**src/rtl/rvga_line_fill_buffer.sv**
```systemverilog
// rvga_line_fill_buffer
//
// Fetches one cacheline from a word-wide memory and assembles it into a
// single wide register. On a request, the line base is latched and reads
// are issued word by word, either critical-word-first (wrapping around the
// line) or ascending from word 0. Reads may be pipelined; responses return
// in order and land in the slot their read addressed. The first returned
// word is also reported on a one-cycle side channel. The block holds the
// finished line until the consumer takes it.
//
// Ports
//   clk              clock, rising edge
//   rst_n            asynchronous active-low reset
//   req_v_i          fill request valid
//   req_ready_o      request can be accepted (IDLE only)
//   req_addr_i       miss byte address
//   mem_v_o          word read request valid
//   mem_ready_i      memory accepts the read
//   mem_addr_o       word-aligned read address
//   mem_resp_v_i     read data valid (in request order)
//   mem_resp_data_i  read data
//   crit_v_o         one-cycle pulse carrying the first returned word
//   crit_data_o      first returned word
//   line_v_o         assembled line valid
//   line_ready_i     consumer accepts the line
//   line_o           line, word i at [i*WORD_W +: WORD_W]
//   line_addr_o      line-aligned base address
//
// state | meaning
// IDLE  | waiting for a fill request
// FILL  | issuing reads and collecting responses
// DONE  | line complete, waiting for the consumer

module rvga_line_fill_buffer #(
    parameter int unsigned LINE_W = 128,
    parameter int unsigned WORD_W = 32,
    parameter int unsigned ADDR_W = 32,
    parameter bit          CWF    = 1'b1
) (
    input  logic              clk,
    input  logic              rst_n,
    input  logic              req_v_i,
    output logic              req_ready_o,
    input  logic [ADDR_W-1:0] req_addr_i,
    output logic              mem_v_o,
    input  logic              mem_ready_i,
    output logic [ADDR_W-1:0] mem_addr_o,
    input  logic              mem_resp_v_i,
    input  logic [WORD_W-1:0] mem_resp_data_i,
    output logic              crit_v_o,
    output logic [WORD_W-1:0] crit_data_o,
    output logic              line_v_o,
    input  logic              line_ready_i,
    output logic [LINE_W-1:0] line_o,
    output logic [ADDR_W-1:0] line_addr_o
);

    localparam int unsigned WORDS  = LINE_W / WORD_W;
    localparam int unsigned IDX_W  = (WORDS > 1) ? $clog2(WORDS) : 1;
    localparam int unsigned BYTE_W = $clog2(WORD_W / 8);
    localparam int unsigned LOFF_W = BYTE_W + IDX_W;

    localparam logic [IDX_W:0] WORDS_C = (IDX_W + 1)'(WORDS);
    localparam logic [IDX_W:0] ONE_C   = (IDX_W + 1)'(1);

    generate
        if ((LINE_W % WORD_W) != 0 || WORDS < 2 || (WORDS & (WORDS - 1)) != 0 ||
            WORD_W < 8 || (WORD_W & (WORD_W - 1)) != 0) begin : g_bad_params
            $error("rvga_line_fill_buffer: LINE_W/WORD_W must be a power of two >= 2, WORD_W a power of two >= 8");
        end
        // Byte offset within a word never matters: reads are word-aligned.
        if (BYTE_W > 0) begin : g_byte_off
            logic unused_byte_off;
            assign unused_byte_off = ^req_addr_i[BYTE_W-1:0];
        end
    endgenerate

    typedef enum logic [1:0] {
        IDLE = 2'd0,
        FILL = 2'd1,
        DONE = 2'd2
    } state_e;

    state_e             state_q, state_d;
    logic [ADDR_W-1:0]  base_q, base_d;
    logic [IDX_W-1:0]   start_q, start_d;
    logic [IDX_W:0]     iss_q, iss_d;
    logic [IDX_W:0]     rcv_q, rcv_d;
    logic [LINE_W-1:0]  line_q, line_d;
    logic               crit_v_q, crit_v_d;
    logic [WORD_W-1:0]  crit_data_q, crit_data_d;

    logic               issue;
    logic               accept;
    logic [IDX_W-1:0]   issue_idx;
    logic [IDX_W-1:0]   rcv_idx;

    // Word indices wrap naturally in IDX_W-bit arithmetic.
    assign issue_idx = start_q + iss_q[IDX_W-1:0];
    assign rcv_idx   = start_q + rcv_q[IDX_W-1:0];

    assign req_ready_o = (state_q == IDLE);
    assign mem_v_o     = (state_q == FILL) && (iss_q < WORDS_C);
    assign mem_addr_o  = base_q | (ADDR_W'(issue_idx) << BYTE_W);
    assign issue       = mem_v_o && mem_ready_i;
    // Responses beyond what was issued (stray or pre-reset) are dropped.
    assign accept      = (state_q == FILL) && mem_resp_v_i && (rcv_q < iss_q);

    assign crit_v_o    = crit_v_q;
    assign crit_data_o = crit_data_q;
    assign line_v_o    = (state_q == DONE);
    assign line_o      = line_q;
    assign line_addr_o = base_q;

    always_comb begin
        state_d     = state_q;
        base_d      = base_q;
        start_d     = start_q;
        iss_d       = iss_q;
        rcv_d       = rcv_q;
        line_d      = line_q;
        crit_v_d    = 1'b0;
        crit_data_d = crit_data_q;

        unique case (state_q)
            IDLE: begin
                if (req_v_i) begin
                    base_d  = {req_addr_i[ADDR_W-1:LOFF_W], {LOFF_W{1'b0}}};
                    start_d = CWF ? req_addr_i[LOFF_W-1:BYTE_W] : '0;
                    iss_d   = '0;
                    rcv_d   = '0;
                    state_d = FILL;
                end
            end
            FILL: begin
                if (issue) begin
                    iss_d = iss_q + ONE_C;
                end
                if (accept) begin
                    for (int w = 0; w < int'(WORDS); w++) begin
                        if (rcv_idx == IDX_W'(w)) begin
                            line_d[w*WORD_W +: WORD_W] = mem_resp_data_i;
                        end
                    end
                    rcv_d = rcv_q + ONE_C;
                    if (rcv_q == '0) begin
                        crit_v_d    = 1'b1;
                        crit_data_d = mem_resp_data_i;
                    end
                end
                // Leave on the edge that captures the last word.
                if (rcv_d == WORDS_C) begin
                    state_d = DONE;
                end
            end
            DONE: begin
                if (line_ready_i) begin
                    state_d = IDLE;
                end
            end
            default: state_d = IDLE;
        endcase
    end

    always_ff @(posedge clk or negedge rst_n) begin
        if (!rst_n) begin
            state_q     <= IDLE;
            base_q      <= '0;
            start_q     <= '0;
            iss_q       <= '0;
            rcv_q       <= '0;
            line_q      <= '0;
            crit_v_q    <= 1'b0;
            crit_data_q <= '0;
        end else begin
            state_q     <= state_d;
            base_q      <= base_d;
            start_q     <= start_d;
            iss_q       <= iss_d;
            rcv_q       <= rcv_d;
            line_q      <= line_d;
            crit_v_q    <= crit_v_d;
            crit_data_q <= crit_data_d;
        end
    end

endmodule
```
**config.mk**
```make
export PLATFORM = sky130hd
export DESIGN_NAME = rvga_line_fill_buffer
export DESIGN_NICKNAME = d
export VERILOG_FILES = /design/src/rtl/rvga_line_fill_buffer.sv
export SDC_FILE = /design/constraint.sdc
export NUM_CORES = 1
export LEC_CHECK = 0
export ABC_AREA = 1
export BUFFER_PORTS_ARGS = -buffer_cell sky130_fd_sc_hd__buf_2
export CORE_UTILIZATION = 45
export CTS_CLUSTER_DIAMETER = 60
export CTS_CLUSTER_SIZE = 20
export DETAILED_ROUTE_END_ITERATION = 8
export PLACE_DENSITY = 0.79
export SLEW_MARGIN = 20
export SYNTH_ARGS = -nofsm -noshare
export SYNTH_HDL_FRONTEND = slang
export SYNTH_SLANG_ARGS = --single-unit
```
**constraint.sdc**
```tcl
create_clock -name clk -period 1.9 [get_ports clk]
set_input_delay 0.285 -clock clk [delete_from_list [all_inputs] [get_ports clk]]
set_output_delay 0.285 -clock clk [all_outputs]
set_load 0.02 [all_outputs]
```
==> impl_metrics.env <==
export IMPL_status="completed"
export IMPL_gr_usage_met1_pct=26.94
export IMPL_syn_area_mm2=0.008299
export IMPL_drt_drc_violations_left=0
export IMPL_die_h_um=137.8
export IMPL_numCtsBuffers=17
export IMPL_yosys_area_share_simple_pct=15.86
export IMPL_clock_path_buffers=2
export IMPL_cp_startpoint="iss_q[2]"
export IMPL_synth_area_leaders="dfrtp_1 (60%), nand2_1 (11%), o21ai_2 (5.9%)"
export IMPL_p_sw_mw=8.604
export IMPL_crit_slowest_cell="dfrtp_1"
export IMPL_cp_num_buf_inv=2
export IMPL_cpPeakStageDelay_ns=0.39
export IMPL_synth_xor_area_share_pct=0.6030
export IMPL_ir_drop_mv=1.007
export IMPL_syn_inst=801
export IMPL_ant_nets=0
export IMPL_synthMuxAreaShare_pct=0
export IMPL_wl_per_cell_um=15.16
export IMPL_synth_top_cell_area_share_pct=60.00
export IMPL_synth_edf_count=0
export IMPL_grt_pass1_vias=5756
export IMPL_wl_um=19950
export IMPL_num_antenna_cells=0
export IMPL_grt_busiest_layer="met2"
export IMPL_p_int_mw=11.31
export IMPL_reg2reg_from="iss_q[2]"
export IMPL_viasPerCell=4.816
export IMPL_finClkSkew_ns=0.01043
export IMPL_power_leakage_nw=5.836
export IMPL_yosysWarnings=0
export IMPL_rsz0062_at_grt="true"
export IMPL_worstPathCellList="inv_2 > ha_4 > a21oi_4 > nand3_4 > nor2_4 > nand2_8 > buf_12 > nand2_1 > o21ai_1"
export IMPL_synth_seq_cells=199
export IMPL_final_area_mm2=0.01063
export IMPL_ios=298
export IMPL_cts_tree="yes"
export IMPL_final_cells=1316
export IMPL_synth_adder_area_share_pct=1.055
export IMPL_clockPowerShare_pct=18.6
export IMPL_final_common_cell="buf_2"
export IMPL_cts_root_buf="clkbuf_16"
export IMPL_p_sw_share_pct=43.20
export IMPL_p_total_mw=19.92
export IMPL_synth_top_family_by_area="simple AND/OR/NAND/NOR gates"
export IMPL_async_reset_ff_share_pct=100.0
export IMPL_cpLargestDelayFamily="simple AND/OR/NAND/NOR gates"
export IMPL_maxCapViolations=0
export IMPL_p_seq_share_pct=36.0
export IMPL_drt_pass1_iterations=4
export IMPL_dpl_cell_area_mm2=0.009813
export IMPL_dpl_hpwl_um=13650
export IMPL_grt_pass1_wl_um=29740
export IMPL_ys_types=30
export IMPL_rows=49
export IMPL_gp_congestion=0.7698
export IMPL_ys_flop_type="dfrtp_1"
export IMPL_yosysSeqAreaShare_pct=60.00
export IMPL_grt_usage_pct=20.49
export IMPL_antenna_found_initial=0
export IMPL_start_util_pct=46.04
export IMPL_setup_worst_path_end_class="flip-flop"
export IMPL_period_share_pct=98.24
export IMPL_dp_slack_ns=0.01796
export IMPL_finalHoldViolCount=0
export IMPL_critPathKind="reg -> reg"
export IMPL_syn_area_per_cell_um2=10.36
export IMPL_dp_cells=1280
export IMPL_coreArea_mm2=0.01802
export IMPL_num_nets_final=1152
export IMPL_io_buffer_count=289
export IMPL_layout_common_cells="buf_2 (288), nand2_1 (221), dfrtp_1 (199)"
export IMPL_synth_compound_area_share_pct=12.65
export IMPL_worstPathMaxFanout=8
export IMPL_vias=6338
export IMPL_power_frac_comb_pct=45.3
export IMPL_dieArea_mm2=0.01899
export IMPL_cp_required_ns=2.20
export IMPL_drtIter0Drc=303
export IMPL_period_needed_ns=1.867
export IMPL_cts_sinks=199
export IMPL_htreeDepth=4
export IMPL_use_met2_pct=33.17
export IMPL_met3_usage_pct=4.930
export IMPL_finalSetupTns_ns=0
export IMPL_clock_fmax_ghz=0.5357
export IMPL_powerDensity_mw_per_mm2=1874
export IMPL_synth_area_leader_cell="dfrtp_1"
export IMPL_synthToLayoutAreaGrowth_pct=28.06
export IMPL_clkLatencyLatePin_ns=0.42
export IMPL_drv_slew=0
export IMPL_path_clk_slew_ns=0.07
export IMPL_setup_viol=0
export IMPL_die_x_um=137.8
export IMPL_crit_path_start_kind="flip-flop"
export IMPL_worstHoldPathType="in -> reg"
export IMPL_grt_max_degree=60
export IMPL_overflow=0
export IMPL_hold_start="req_addr_i[22]"
export IMPL_arrival_ns=2.17
export IMPL_drive_above_1_share_pct=44.80
export IMPL_layout_setup_ws_ns=0.03336
-- logic make-up after synthesis --
kind of cell | after synthesis
adders and majority gates | 7
buffers and inverters | 123
AOI/OAI and AO/OA | 167
and+or+nand+nor | 300
xor gates and xnor gates | 4
other | 1
DFF | 199
-- power groups by stage --
stage / Sequential [mW] / Clock, mW / Combinational, mW
global placement: 7.10 / 0 / 8.57
detailed placement: 7.16 / 0 / 8.79
CTS: 7.12 / 3.78 / 8.80
finish: 7.18 / 3.71 / 9.03
global route: 7.41 / 3.96 / 9.84
floorplan: 9.26 / 0 / 3.95
-- final timing paths --
kind,cells past startpoint,to,slack [ns]
setup / recovery,9,line_o[19],0.03
hold / removal,3,line_addr_o[22],0.05
setup reg to reg,9,line_o[19],0.03
hold reg to reg,2,line_o[109],0.48
max in group asynchronous,3,line_o[47],0.88
min in group asynchronous,2,line_o[101],0.40
-- worst register-to-register path, cell delays in order, from the launching register on --
cell and delay [ns]:
dfrtp_1 0.39, inv_2 0.08, ha_4 0.22, a21oi_4 0.17
nand3_4 0.13, nor2_4 0.26, nand2_8 0.14, buf_12 0.21
nand2_1 0.07, o21ai_1 0.07
-- synth_stat cells, drive strengths merged, types with 2 or more instances --
cell    instances
nand4           4
nand2         284
o21ai         163
nor2           10
nand3           2
ha              7
dfrtp         199
buf            64
inv            52
a21oi           2
clkbuf          7
xnor2           3
-- sequential cells by signal, summed over array words and instances (netlist names) --
signal / flops
start_q: 2
line_o: 128
crit_v_o: 1
rcv_q: 3
crit_data_o: 32
line_addr_o: 28
iss_q: 3
state_q: 2
-- area by class of cell --
class                           instances  area, um^2
Clock inverter                         12       162.7
Clock buffer                           19       432.9
Sequential cell                       199        4980
Tap cell                              229       286.5
Timing Repair Buffer                  321        1913
Inverter                               52       197.7
Fill cell                            1501        7397
Multi-Input combinational cell        484        2655
-- timing repair --
item / 4_1_cts / 5_1_grt
gates resized for setup: 0 / 36
setup endpoints to repair: 0 / 162
hold buffers: 1 / 0
endpoints found under the hold margin: 52 / 0
setup buffers: 0 / 1
-- per-stage QoR --
stage	utilization, %	hold WS [ns]
after floorplan	-	-0.01059
after global placement	54.44	0.3038
after detailed placement	54.44	0.3033
after CTS	57.80	0.02903
after global routing	58.96	0.04184
final	58.96	0.04785
-- layer usage --
metal  share of wire (%)  wire [um]
met1                  43       8573
met4                 1.6        320
met3                 6.4       1273
met5                   0          0
met2                  49       9781
No activity file was read; power rests on OpenSTA's default activity.
